[src/rtl/alu_share_pkg.sv]
`default_nettype none
// ============================================================================
// Module      : alu_share_pkg
// Description : Shared types and constants for the execute-ALU sharing
//               controller. Holds the opcode map, the controller state
//               encoding and the default bus widths.
// Revision    : 1.0 - initial release
// ============================================================================
package alu_share_pkg;

    // Default bus widths
    localparam int DATA_W_DEF = 32;
    localparam int OP_W_DEF   = 6;
    localparam int PC_W_DEF   = 6;

    // ALU opcode map
    localparam logic [5:0] ALU_OP_ADD   = 6'd0;
    localparam logic [5:0] ALU_OP_SUB   = 6'd1;
    localparam logic [5:0] ALU_OP_AND   = 6'd2;
    localparam logic [5:0] ALU_OP_OR    = 6'd3;
    localparam logic [5:0] ALU_OP_XOR   = 6'd4;
    localparam logic [5:0] ALU_OP_SLL   = 6'd5;
    localparam logic [5:0] ALU_OP_SRL   = 6'd6;
    localparam logic [5:0] ALU_OP_SRA   = 6'd7;
    localparam logic [5:0] ALU_OP_SLT   = 6'd8;
    localparam logic [5:0] ALU_OP_SLTU  = 6'd9;
    localparam logic [5:0] ALU_OP_BEQ   = 6'd10;
    localparam logic [5:0] ALU_OP_BNE   = 6'd11;
    localparam logic [5:0] ALU_OP_BLT   = 6'd12;
    localparam logic [5:0] ALU_OP_BGE   = 6'd13;
    localparam logic [5:0] ALU_OP_BLTU  = 6'd14;
    localparam logic [5:0] ALU_OP_BGEU  = 6'd15;
    localparam logic [5:0] ALU_OP_LUI   = 6'd16;
    localparam logic [5:0] ALU_OP_JAL   = 6'd17;
    localparam logic [5:0] ALU_OP_JALR  = 6'd18;
    localparam logic [5:0] ALU_OP_AUIPC = 6'd19;

    // Highest legal opcode; anything above is answered with an error
    localparam int LAST_OP = 19;

    // Controller states
    typedef enum logic [1:0] {
        ST_IDLE  = 2'd0,
        ST_ISSUE = 2'd1,
        ST_WAIT  = 2'd2,
        ST_RESP  = 2'd3
    } state_e;

endpackage
`default_nettype wire

[src/rtl/alu_share_ctrl_rr_arb2.sv]
`default_nettype none
// ============================================================================
// Module      : rr_arb2
// Description : Two-way round-robin picker. A sole requester wins outright;
//               when both request, the pointer chooses. The next pointer
//               favours the requester that did not win.
// Revision    : 1.0 - initial release
// ============================================================================
module rr_arb2 (
    input  logic       req_0_i,
    input  logic       req_1_i,
    input  logic       ptr_i,
    output logic [1:0] gnt_o,
    output logic       ptr_next_o
);

    // One-hot winner selection and pointer advance
    always_comb begin
        gnt_o      = 2'b00;
        ptr_next_o = ptr_i;
        if (req_0_i && req_1_i) begin
            gnt_o = ptr_i ? 2'b10 : 2'b01;
        end else begin
            gnt_o = {req_1_i, req_0_i};
        end
        if (gnt_o[0]) begin
            ptr_next_o = 1'b1;
        end else if (gnt_o[1]) begin
            ptr_next_o = 1'b0;
        end
    end

endmodule
`default_nettype wire

[src/rtl/alu_share_ctrl.sv]
`default_nettype none
// ============================================================================
// Module      : alu_share_ctrl
// Description : Shares one registered execute ALU between the pipeline
//               execute stage (requester 0) and the branch/address unit
//               (requester 1). Round-robin arbitration, operand latching,
//               latency wait and one-cycle response pulse to the owner.
//               Optional macro ALU_SHARE_PERF_EN adds saturating grant and
//               stall counters.
// Revision    : 1.0 - initial release
// ============================================================================
module alu_share_ctrl
    import alu_share_pkg::*;
#(
    parameter int DATA_W      = DATA_W_DEF,
    parameter int OP_W        = OP_W_DEF,
    parameter int PC_W        = PC_W_DEF,
    parameter int ALU_LATENCY = 1,
    parameter int LAST_OP     = alu_share_pkg::LAST_OP
) (
    input  logic              clock,
    input  logic              reset,
    input  logic              req_0,
    input  logic              req_1,
    input  logic [OP_W-1:0]   op_0,
    input  logic [OP_W-1:0]   op_1,
    input  logic [DATA_W-1:0] a_0,
    input  logic [DATA_W-1:0] a_1,
    input  logic [DATA_W-1:0] b_0,
    input  logic [DATA_W-1:0] b_1,
    input  logic [PC_W-1:0]   pc_0,
    input  logic [PC_W-1:0]   pc_1,
    output logic              gnt_0,
    output logic              gnt_1,
    output logic              rsp_valid_0,
    output logic              rsp_valid_1,
    output logic [DATA_W-1:0] rsp_data,
    output logic              rsp_zero,
    output logic              rsp_err,
    output logic              busy,
    output logic [DATA_W-1:0] alu_data_1,
    output logic [DATA_W-1:0] alu_data_2,
    output logic [OP_W-1:0]   alu_op,
    output logic [PC_W-1:0]   alu_pc,
    input  logic [DATA_W-1:0] alu_data_out,
    input  logic              alu_zero
`ifdef ALU_SHARE_PERF_EN
    ,
    output logic [15:0]       gnt_cnt_0,
    output logic [15:0]       gnt_cnt_1,
    output logic [15:0]       stall_cnt
`endif
);

    // Latency counter is sized for the full legal range 1..4
    localparam int                CNT_W     = 3;
    localparam logic [CNT_W-1:0]  LAT_C     = CNT_W'(ALU_LATENCY);
    localparam logic [OP_W-1:0]   LAST_OP_C = OP_W'(LAST_OP);
    localparam logic [OP_W-1:0]   OP_IDLE_C = OP_W'(ALU_OP_ADD);

    state_e              state_q;
    logic                ptr_q;
    logic                ptr_d;
    logic                owner_q;
    logic                err_pend_q;
    logic [CNT_W-1:0]    cnt_q;
    logic [OP_W-1:0]     op_q;
    logic [DATA_W-1:0]   a_q;
    logic [DATA_W-1:0]   b_q;
    logic [PC_W-1:0]     pc_q;
    logic                gnt_0_q;
    logic                gnt_1_q;
    logic                rsp_valid_0_q;
    logic                rsp_valid_1_q;
    logic [DATA_W-1:0]   rsp_data_q;
    logic                rsp_zero_q;
    logic                rsp_err_q;
    logic                busy_q;

    logic [1:0]          arb_gnt;
    logic [OP_W-1:0]     sel_op;
    logic [DATA_W-1:0]   sel_a;
    logic [DATA_W-1:0]   sel_b;
    logic [PC_W-1:0]     sel_pc;
    logic                sel_illegal;

    rr_arb2 u_arb (
        .req_0_i    (req_0),
        .req_1_i    (req_1),
        .ptr_i      (ptr_q),
        .gnt_o      (arb_gnt),
        .ptr_next_o (ptr_d)
    );

    // Winner's request fields; only meaningful when arb_gnt is non-zero
    assign sel_op      = arb_gnt[1] ? op_1 : op_0;
    assign sel_a       = arb_gnt[1] ? a_1  : a_0;
    assign sel_b       = arb_gnt[1] ? b_1  : b_0;
    assign sel_pc      = arb_gnt[1] ? pc_1 : pc_0;
    assign sel_illegal = (sel_op > LAST_OP_C);

    // Controller FSM with latency counter, operand and response registers
    always_ff @(posedge clock or posedge reset) begin
        if (reset) begin
            state_q       <= ST_IDLE;
            ptr_q         <= 1'b0;
            owner_q       <= 1'b0;
            err_pend_q    <= 1'b0;
            cnt_q         <= '0;
            op_q          <= OP_IDLE_C;
            a_q           <= '0;
            b_q           <= '0;
            pc_q          <= '0;
            gnt_0_q       <= 1'b0;
            gnt_1_q       <= 1'b0;
            rsp_valid_0_q <= 1'b0;
            rsp_valid_1_q <= 1'b0;
            rsp_data_q    <= '0;
            rsp_zero_q    <= 1'b0;
            rsp_err_q     <= 1'b0;
            busy_q        <= 1'b0;
        end else begin
            gnt_0_q       <= 1'b0;
            gnt_1_q       <= 1'b0;
            rsp_valid_0_q <= 1'b0;
            rsp_valid_1_q <= 1'b0;
            case (state_q)
                ST_IDLE: begin
                    if (|arb_gnt) begin
                        gnt_0_q    <= arb_gnt[0];
                        gnt_1_q    <= arb_gnt[1];
                        owner_q    <= arb_gnt[1];
                        ptr_q      <= ptr_d;
                        busy_q     <= 1'b1;
                        state_q    <= ST_ISSUE;
                        err_pend_q <= sel_illegal;
                        // An illegal op never reaches the ALU inputs
                        if (!sel_illegal) begin
                            op_q <= sel_op;
                            a_q  <= sel_a;
                            b_q  <= sel_b;
                            pc_q <= sel_pc;
                        end
                    end
                end
                ST_ISSUE: begin
                    if (err_pend_q) begin
                        // Answer the illegal op straight away
                        err_pend_q    <= 1'b0;
                        rsp_data_q    <= '0;
                        rsp_zero_q    <= 1'b0;
                        rsp_err_q     <= 1'b1;
                        rsp_valid_0_q <= ~owner_q;
                        rsp_valid_1_q <= owner_q;
                        state_q       <= ST_RESP;
                    end else begin
                        cnt_q   <= LAT_C;
                        state_q <= ST_WAIT;
                    end
                end
                ST_WAIT: begin
                    if (cnt_q == '0) begin
                        rsp_data_q    <= alu_data_out;
                        rsp_zero_q    <= alu_zero;
                        rsp_err_q     <= 1'b0;
                        rsp_valid_0_q <= ~owner_q;
                        rsp_valid_1_q <= owner_q;
                        op_q          <= OP_IDLE_C;
                        a_q           <= '0;
                        b_q           <= '0;
                        pc_q          <= '0;
                        state_q       <= ST_RESP;
                    end else begin
                        cnt_q <= cnt_q - CNT_W'(1);
                    end
                end
                ST_RESP: begin
                    op_q    <= OP_IDLE_C;
                    a_q     <= '0;
                    b_q     <= '0;
                    pc_q    <= '0;
                    busy_q  <= 1'b0;
                    state_q <= ST_IDLE;
                end
                default: begin
                    busy_q  <= 1'b0;
                    state_q <= ST_IDLE;
                end
            endcase
        end
    end

    assign gnt_0       = gnt_0_q;
    assign gnt_1       = gnt_1_q;
    assign rsp_valid_0 = rsp_valid_0_q;
    assign rsp_valid_1 = rsp_valid_1_q;
    assign rsp_data    = rsp_data_q;
    assign rsp_zero    = rsp_zero_q;
    assign rsp_err     = rsp_err_q;
    assign busy        = busy_q;
    assign alu_data_1  = a_q;
    assign alu_data_2  = b_q;
    assign alu_op      = op_q;
    assign alu_pc      = pc_q;

`ifdef ALU_SHARE_PERF_EN
    logic [15:0] gnt_cnt_0_q;
    logic [15:0] gnt_cnt_1_q;
    logic [15:0] stall_cnt_q;
    logic        stall_w;

    // A stall cycle: someone is asking but nobody is being accepted
    assign stall_w = (req_0 | req_1) & ~(gnt_0_q | gnt_1_q);

    // Saturating grant and stall counters
    always_ff @(posedge clock or posedge reset) begin
        if (reset) begin
            gnt_cnt_0_q <= '0;
            gnt_cnt_1_q <= '0;
            stall_cnt_q <= '0;
        end else begin
            if (gnt_0_q && (gnt_cnt_0_q != 16'hFFFF)) begin
                gnt_cnt_0_q <= gnt_cnt_0_q + 16'd1;
            end
            if (gnt_1_q && (gnt_cnt_1_q != 16'hFFFF)) begin
                gnt_cnt_1_q <= gnt_cnt_1_q + 16'd1;
            end
            if (stall_w && (stall_cnt_q != 16'hFFFF)) begin
                stall_cnt_q <= stall_cnt_q + 16'd1;
            end
        end
    end

    assign gnt_cnt_0 = gnt_cnt_0_q;
    assign gnt_cnt_1 = gnt_cnt_1_q;
    assign stall_cnt = stall_cnt_q;
`endif

endmodule
`default_nettype wire

[config.mk]
export PLATFORM = sky130hd
export DESIGN_NAME = alu_share_ctrl
export DESIGN_NICKNAME = d
export VERILOG_FILES = /design/src/rtl/alu_share_pkg.sv /design/src/rtl/alu_share_ctrl_rr_arb2.sv /design/src/rtl/alu_share_ctrl.sv
export SDC_FILE = /design/constraint.sdc
export NUM_CORES = 1
export LEC_CHECK = 0
export ABC_CLOCK_PERIOD_IN_PS = 11350
export BUFFER_PORTS_ARGS = -buffer_cell sky130_fd_sc_hd__buf_2
export CAP_MARGIN = 20
export CORE_MARGIN = 2
export CORE_UTILIZATION = 45
export CTS_CLUSTER_DIAMETER = 40
export DETAILED_ROUTE_END_ITERATION = 8
export HOLD_SLACK_MARGIN = 0.1
export MAX_ROUTING_LAYER = met4
export PLACE_DENSITY = 0.85
export SYNTH_ARGS = -nofsm -noshare
export SYNTH_HDL_FRONTEND = slang
export SYNTH_SLANG_ARGS = --single-unit
export TNS_END_PERCENT = 10
[constraint.sdc]
create_clock -name clock -period 11.35 [get_ports clock]
set_input_delay 2.27 -clock clock [delete_from_list [all_inputs] [get_ports clock]]
set_output_delay 2.27 -clock clock [all_outputs]
set_load 0.01 [all_outputs]
==> impl_results.md, run 1 <==
* Outcome: finished, final reports clean
* Core Area at 12,500 µm²
* Number of synthesized flops with an enable pin at 0
* CTS tree: built
* Yosys top cell by area: dfrtp_1
* Worst min-delay path class: flop to flop
* Area of the multi-input gates at 2370 µm²
* Fin Clk Skew at 12.4 ps
* Routed len/inst at 15.8 µm
* CP Launch Type: input port
* Fin. Hold Viols at 0
* First-pass GRT wire length at 24,800 µm
* Gates resized, CTS repair at 0
* Iteration-0 DRC Markers at roughly 370
* Pwr per Cell Area at 263 nW/µm²
* Starting Density at a little under half
* Min Tclk post-route at 3890 ps
* CP arrival at between 4000 and 5000 ps
* Slew HR at 38.1%
* Number of buffers created by CTS at 17
* Setup ws final at about 7500 ps
* Die X at 117 µm
* Unrepaired setup endpoints after global routing: no
* Initial antenna violation count at 0
* Maximum fanout along the worst path at 59
* Grt total ovfl at 0
* Synth Warn # at 0
* Ant. Diodes at 0
* Fillcell total at 1,082
* Area share of the largest cell type after synthesis at 53.7%
* Cell Area, Placed at 7260 µm²
* Drt first pass iters at 5
* Nets@finish at 1,044
* Total routed wirelength at 16,400 µm
* Dominant cells by area after synthesis: dfrtp_1 (54%), mux2i_1 (13%), nand2_1 (9.9%)
* Crit path capture: alu_data_2[22]
* Flip-flop and latch area at roughly 3100 µm²
* Post CTS Setup Buffer Count at 0
* Critical Path End Type: flop
* Max_cap viols at 0
* Port buffer count at a little over 300
* Largest net degree at the start of global routing at 78
* Post-DP HPWL at between 10,000 and 15,000 µm
* Vias/cell at 5.09
* Routability cong. at 0.809
* Post-layout instance area at slightly below 8000 µm²
* Core Util, Final at 63.2%
* Mean Syn Cell Area at 10.1 µm²
* R2R Path Start: state_q[0]
* Final setup fails at 0
* DRC viols at 0
* Die ar. at 13,600 µm²
* DRT antenna net count at 0
* Worst VDD drop at roughly 180 µV
* Num rows at 41
* Root Driver: clkbuf_16
* Setup tns final at 0 ps
* Most frequent cells after synthesis: nand2_1 (151), dfrtp_1 (123), o22ai_1 (77)
* Clk buf depth at 2
* Netlist cell types at 33
* Worst EP required at 11,610 ps
* CP Launch Point: op_0[2]
* Htree depth at 4
* Fmax achieved at between 200 and 300 MHz
* Clk_lat worst skew at 420 ps
* Register bit count reported by yosys at 123
* Synth Instances at between 500 and 600
* Most common cell in the synthesized netlist: nand2_1
* Slew @ Worst Pin at 928 ps
* CTS clk-pin slew, worst paths at 50 ps
* Dpl ws at 7040 ps
* Sequential share of the synthesized area at a little over half
* Area Overhead vs Synth at 38.2%
* # hold bufs at CTS at 0
* Sink Count at 123
* Gr usage total at 24.5%
* Layout cells sized above 1 at 40.6%
* Reg-to-Reg End: alu_data_2[22]
* Max-slew violation count at 0
* Hold slack at 420 ps
* Share of flip-flops with an asynchronous set or reset at 100%
* Post-Syn Area at around 5700 µm²
* Vias in the first global route at between 5,000 and 6,000
* Worst R2R Path Depth at 7
* Synthesized net count at ~760
* Die Y-Extent at 117 µm
* Via count at 5,265
* Flop-to-flop setup slack at 8720 ps
* Leakage Power at 0.00442 µW
* Setup CP Type: input port to flop
* Final Cycle Share at 34.3%
* Top_reg_cell synth: dfrtp_1
* Num ports at 304
-- metrics by stage --
step / std cells / power (µW)
final: 1034 / 2080
after global routing: 1034 / 2230
after CTS: 1034 / 2100
after detailed placement: 1002 / 1500
after global placement: 1002 / 1470
after floorplan: 566 / 1220
-- cells by family (layout without fill, tap and decap cells) --
logic type	Yosys count	in the layout	synth area share, %
AOI/OAI and AO/OA	136	136	14.5
adders and majority gates	6	6	1.31
buffers and inverters	54	350	5.40
DFF	123	123	53.7
muxes	77	77	13.5
and+or+nand+nor	170	170	11.6
-- flip-flops by register name (all words and copies together) (netlist names), 2 cells and up --
signal      count
state_q         2
alu_data_1     32
rsp_data       32
alu_pc          6
alu_data_2     32
alu_op          6
cnt_q           3
-- cell usage in the layout (no fill, tap or decap), types with 2 or more instances in the layout --
cell	count
o21ai_1	7
nor2b_1	2
clkbuf_8	2
nand2_1	150
a22o_1	3
nand2b_1	2
nor2_1	9
bufinv_16	5
ha_1	6
o21ai_0	33
inv_1	7
clkbuf_16	17
buf_2	303
a21oi_1	4
nand3_1	2
buf_4	7
dfrtp_1	123
mux2i_1	75
clkinv_2	6
mux2_2	2
a31oi_1	2
o22ai_1	77
-- worst min-delay path by stage --
| stage | from | cells after the start | to |
|---|---|---|---|
| 2_1_floorplan | owner_q | 1 | rsp_valid_0 |
| 3_3_place_gp | owner_q | 1 | rsp_valid_0 |
| 3_5_place_dp | owner_q | 1 | rsp_valid_0 |
| 4_1_cts | owner_q | 1 | rsp_valid_0 |
| 5_1_grt | owner_q | 1 | rsp_valid_0 |
| 6_report | owner_q | 1 | rsp_valid_0 |
-- power breakdown --
part | total (µW) | internal (µW) | switching [µW]
logic | 798 | 306 | 493
clock network | 590 | 399 | 191
registers | 695 | 606 | 88.9
total | 2080 | 1310 | 773
-- metal layers --
layer / wire [µm] / track usage, %
met5: 0 / -
met4: 400 / 10.0
met3: 1210 / 6.59
met2: 8250 / 40.9
met1: 6520 / 28.0
-- final cells by class --
cell class | instances | share of cell area [%]
clock buffers | 19 | 5.72
clock inverters | 13 | 2.48
inverters | 8 | 0.411
multi-input cells | 389 | 29.9
flip-flops and latches | 123 | 38.9
well taps | 172 | 2.72
repair buffers | 310 | 19.8
-- critical path, stage by stage --
cell and delay, ps:
buf_2 100, o21a_1 190, a211oi_2 340, o21a_2 430, buf_4 580, o22ai_1 190
Power figures use the tool's default switching activity.
==> run 2, diff against run 1 <==
Settings changed: ABC_CLOCK_PERIOD_IN_PS 11350 to 3700.
Clock period 11.35 ns to 3.7 ns, I/O delays scaled along.
==> impl_results.md, run 2 (synthesis results as in run 1) <==
* Crit path buffers/inverters at 2
* Sink Count at approximately 120
* Die X at about 120 µm
* CTS tree: built
* DRT antenna net count at 0
* Layout cells sized above 1 at approximately two fifths
* Worst EP required at about 4000 ps
* Max-slew violation count at 0
* Area of the multi-input gates at 2370 µm²
* Slew HR at 53.0%
* Via count at 5,304
* Initial antenna violation count at 0
* Cell Area, Placed at 7320 µm²
* Grt total ovfl at 0
* Gr usage total at 23.8%
* Final setup fails at 0
* Num rows at 41
* Nets@finish at 1,045
* CTS clk-pin slew, worst paths at 50 ps
* Final Cycle Share at roughly two thirds
* Port buffer count at 303
* # hold bufs at CTS at 0
* Routed len/inst at 15.5 µm
* Unrepaired setup endpoints after global routing: no
* Slowest stage delay, CP at 610 ps
* Post CTS Setup Buffer Count at 0
* Worst min-delay path class: flop to flop
* Core Area at around 13,000 µm²
* Setup CP Type: flop to flop
* Gates resized, CTS repair at 0
* Commonest non-fill, non-tap cell in the layout: buf_2
* Post-DP HPWL at about 11,000 µm
* Outcome: finished, final reports clean
* CP Launch Type: flop
* First-pass GRT wire length at 24,400 µm
* Cell family with the largest share of critical-path delay: buffers and inverters
* Pwr per Cell Area at between 700 and 800 nW/µm²
* Maximum fanout along the worst path at 69
* Slew @ Worst Pin at 706 ps
* Setup tns final at 0 ps
* Fillcell total at 1,072
* Total power draw at 6290 µW
* Clk_lat worst skew at about 410 ps
* Root Driver: clkbuf_16
* Worst VDD drop at around 550 µV
* Number of buffers created by CTS at 17
* Min Tclk post-route at approximately 2500 ps
* Total routed wirelength at approximately 16,000 µm
* Vias/cell at 5.13
* Drt first pass iters at 4
* DRC viols at 0
* Crit-path cells: inv_1 > ha_1 > nor3b_1 > a31oi_4 > buf_4 > nand2_1 > o22ai_1
* Most frequent cells in the layout: buf_2 (303), nand2_1 (150), dfrtp_1 (123)
* Area Overhead vs Synth at 38.3%
* Slowest library cell on the worst path: buf_4
* Iteration-0 DRC Markers at 427
* Die ar. at 13,600 µm²
* Fin Clk Skew at 7.14 ps
* Vias in the first global route at 5,052
* Post-layout instance area at about 8000 µm²
* Largest net degree at the start of global routing at 124
* Max_cap viols at 0
* Fin. Hold Viols at 0
* Htree depth at 4
* Die Y-Extent at 117 µm
* Flip-flop and latch area at 3080 µm²
* Routability cong. at 0.798
* Ant. Diodes at 0
* Core Util, Final at 63.3%
* Critical Path End Type: flop
* Starting Density at 45.8%
* CP arrival at 2790 ps
* Clk buf depth at 2
* Fmax achieved at 405 MHz
* Leakage Power at 0.00442 µW
* Flop-to-flop setup slack at 1230 ps
* Num ports at 304
[run 2: changes by cell type in the layout (fill, tap and decap cells not counted)]
cell       before  now
inv_4           1    0
bufinv_16       5    4
clkinv_2        6    5
clkinv_4        1    0
clkbuf_1        0    4
clkbuf_8        2    1
buf_12          0    4
buf_4           7    4
[run 2: area by class of cell]
| cell class | instances | area share [%] |
|---|---|---|
| clock inverters | 9 | 1.83 |
| flip-flops and latches | 123 | 38.9 |
| inverters | 8 | 0.426 |
| clock buffers | 22 | 5.73 |
| multi-input cells | 389 | 29.9 |
| repair buffers | 311 | 20.5 |
| well taps | 172 | 2.72 |
[run 2: worst register-to-register path, cell delays in order, from the launching register on]
cell and delay, ps:
dfrtp_1 440, inv_1 110, ha_1 420, nor3b_1 160, a31oi_4 290, buf_4 610
nand2_1 180, o22ai_1 180
[run 2: worst paths after layout]
path                                 start              to  depth (start not counted)
worst max-delay path            state_q[0]  alu_data_2[13]                          7
worst min-delay path               owner_q     rsp_valid_0                          1
worst max register to register  state_q[0]  alu_data_2[13]                          7
worst min register to register     owner_q     rsp_valid_0                          1
max in group asynchronous            reset   alu_data_1[9]                          3
min in group asynchronous            reset  alu_data_2[16]                          3
[run 2: per-stage QoR]
stage | cells | worst slack [ps] | hold slack [ps]
floorplan | 566 | 1450 | 402
global placement | 1003 | 1320 | 423
detailed placement | 1003 | 1270 | 425
CTS | 1034 | 1220 | 435
global route | 1034 | 944 | 454
finish | 1034 | 1230 | 429
[run 2: routing by layer]
metal | wire (µm) | GRT usage [%]
met1 | 6460 | 28.1
met5 | 0 | -
met4 | 257 | 8.63
met2 | 8070 | 39.4
met3 | 1260 | 6.13
[run 2: where the power goes]
part	leakage, µW	total, µW	switching [µW]	internal (µW)
Sequential	0.00166	2140	275	1860
Combinational	0.00246	2460	1510	951
Clock	0.000297	1690	556	1130
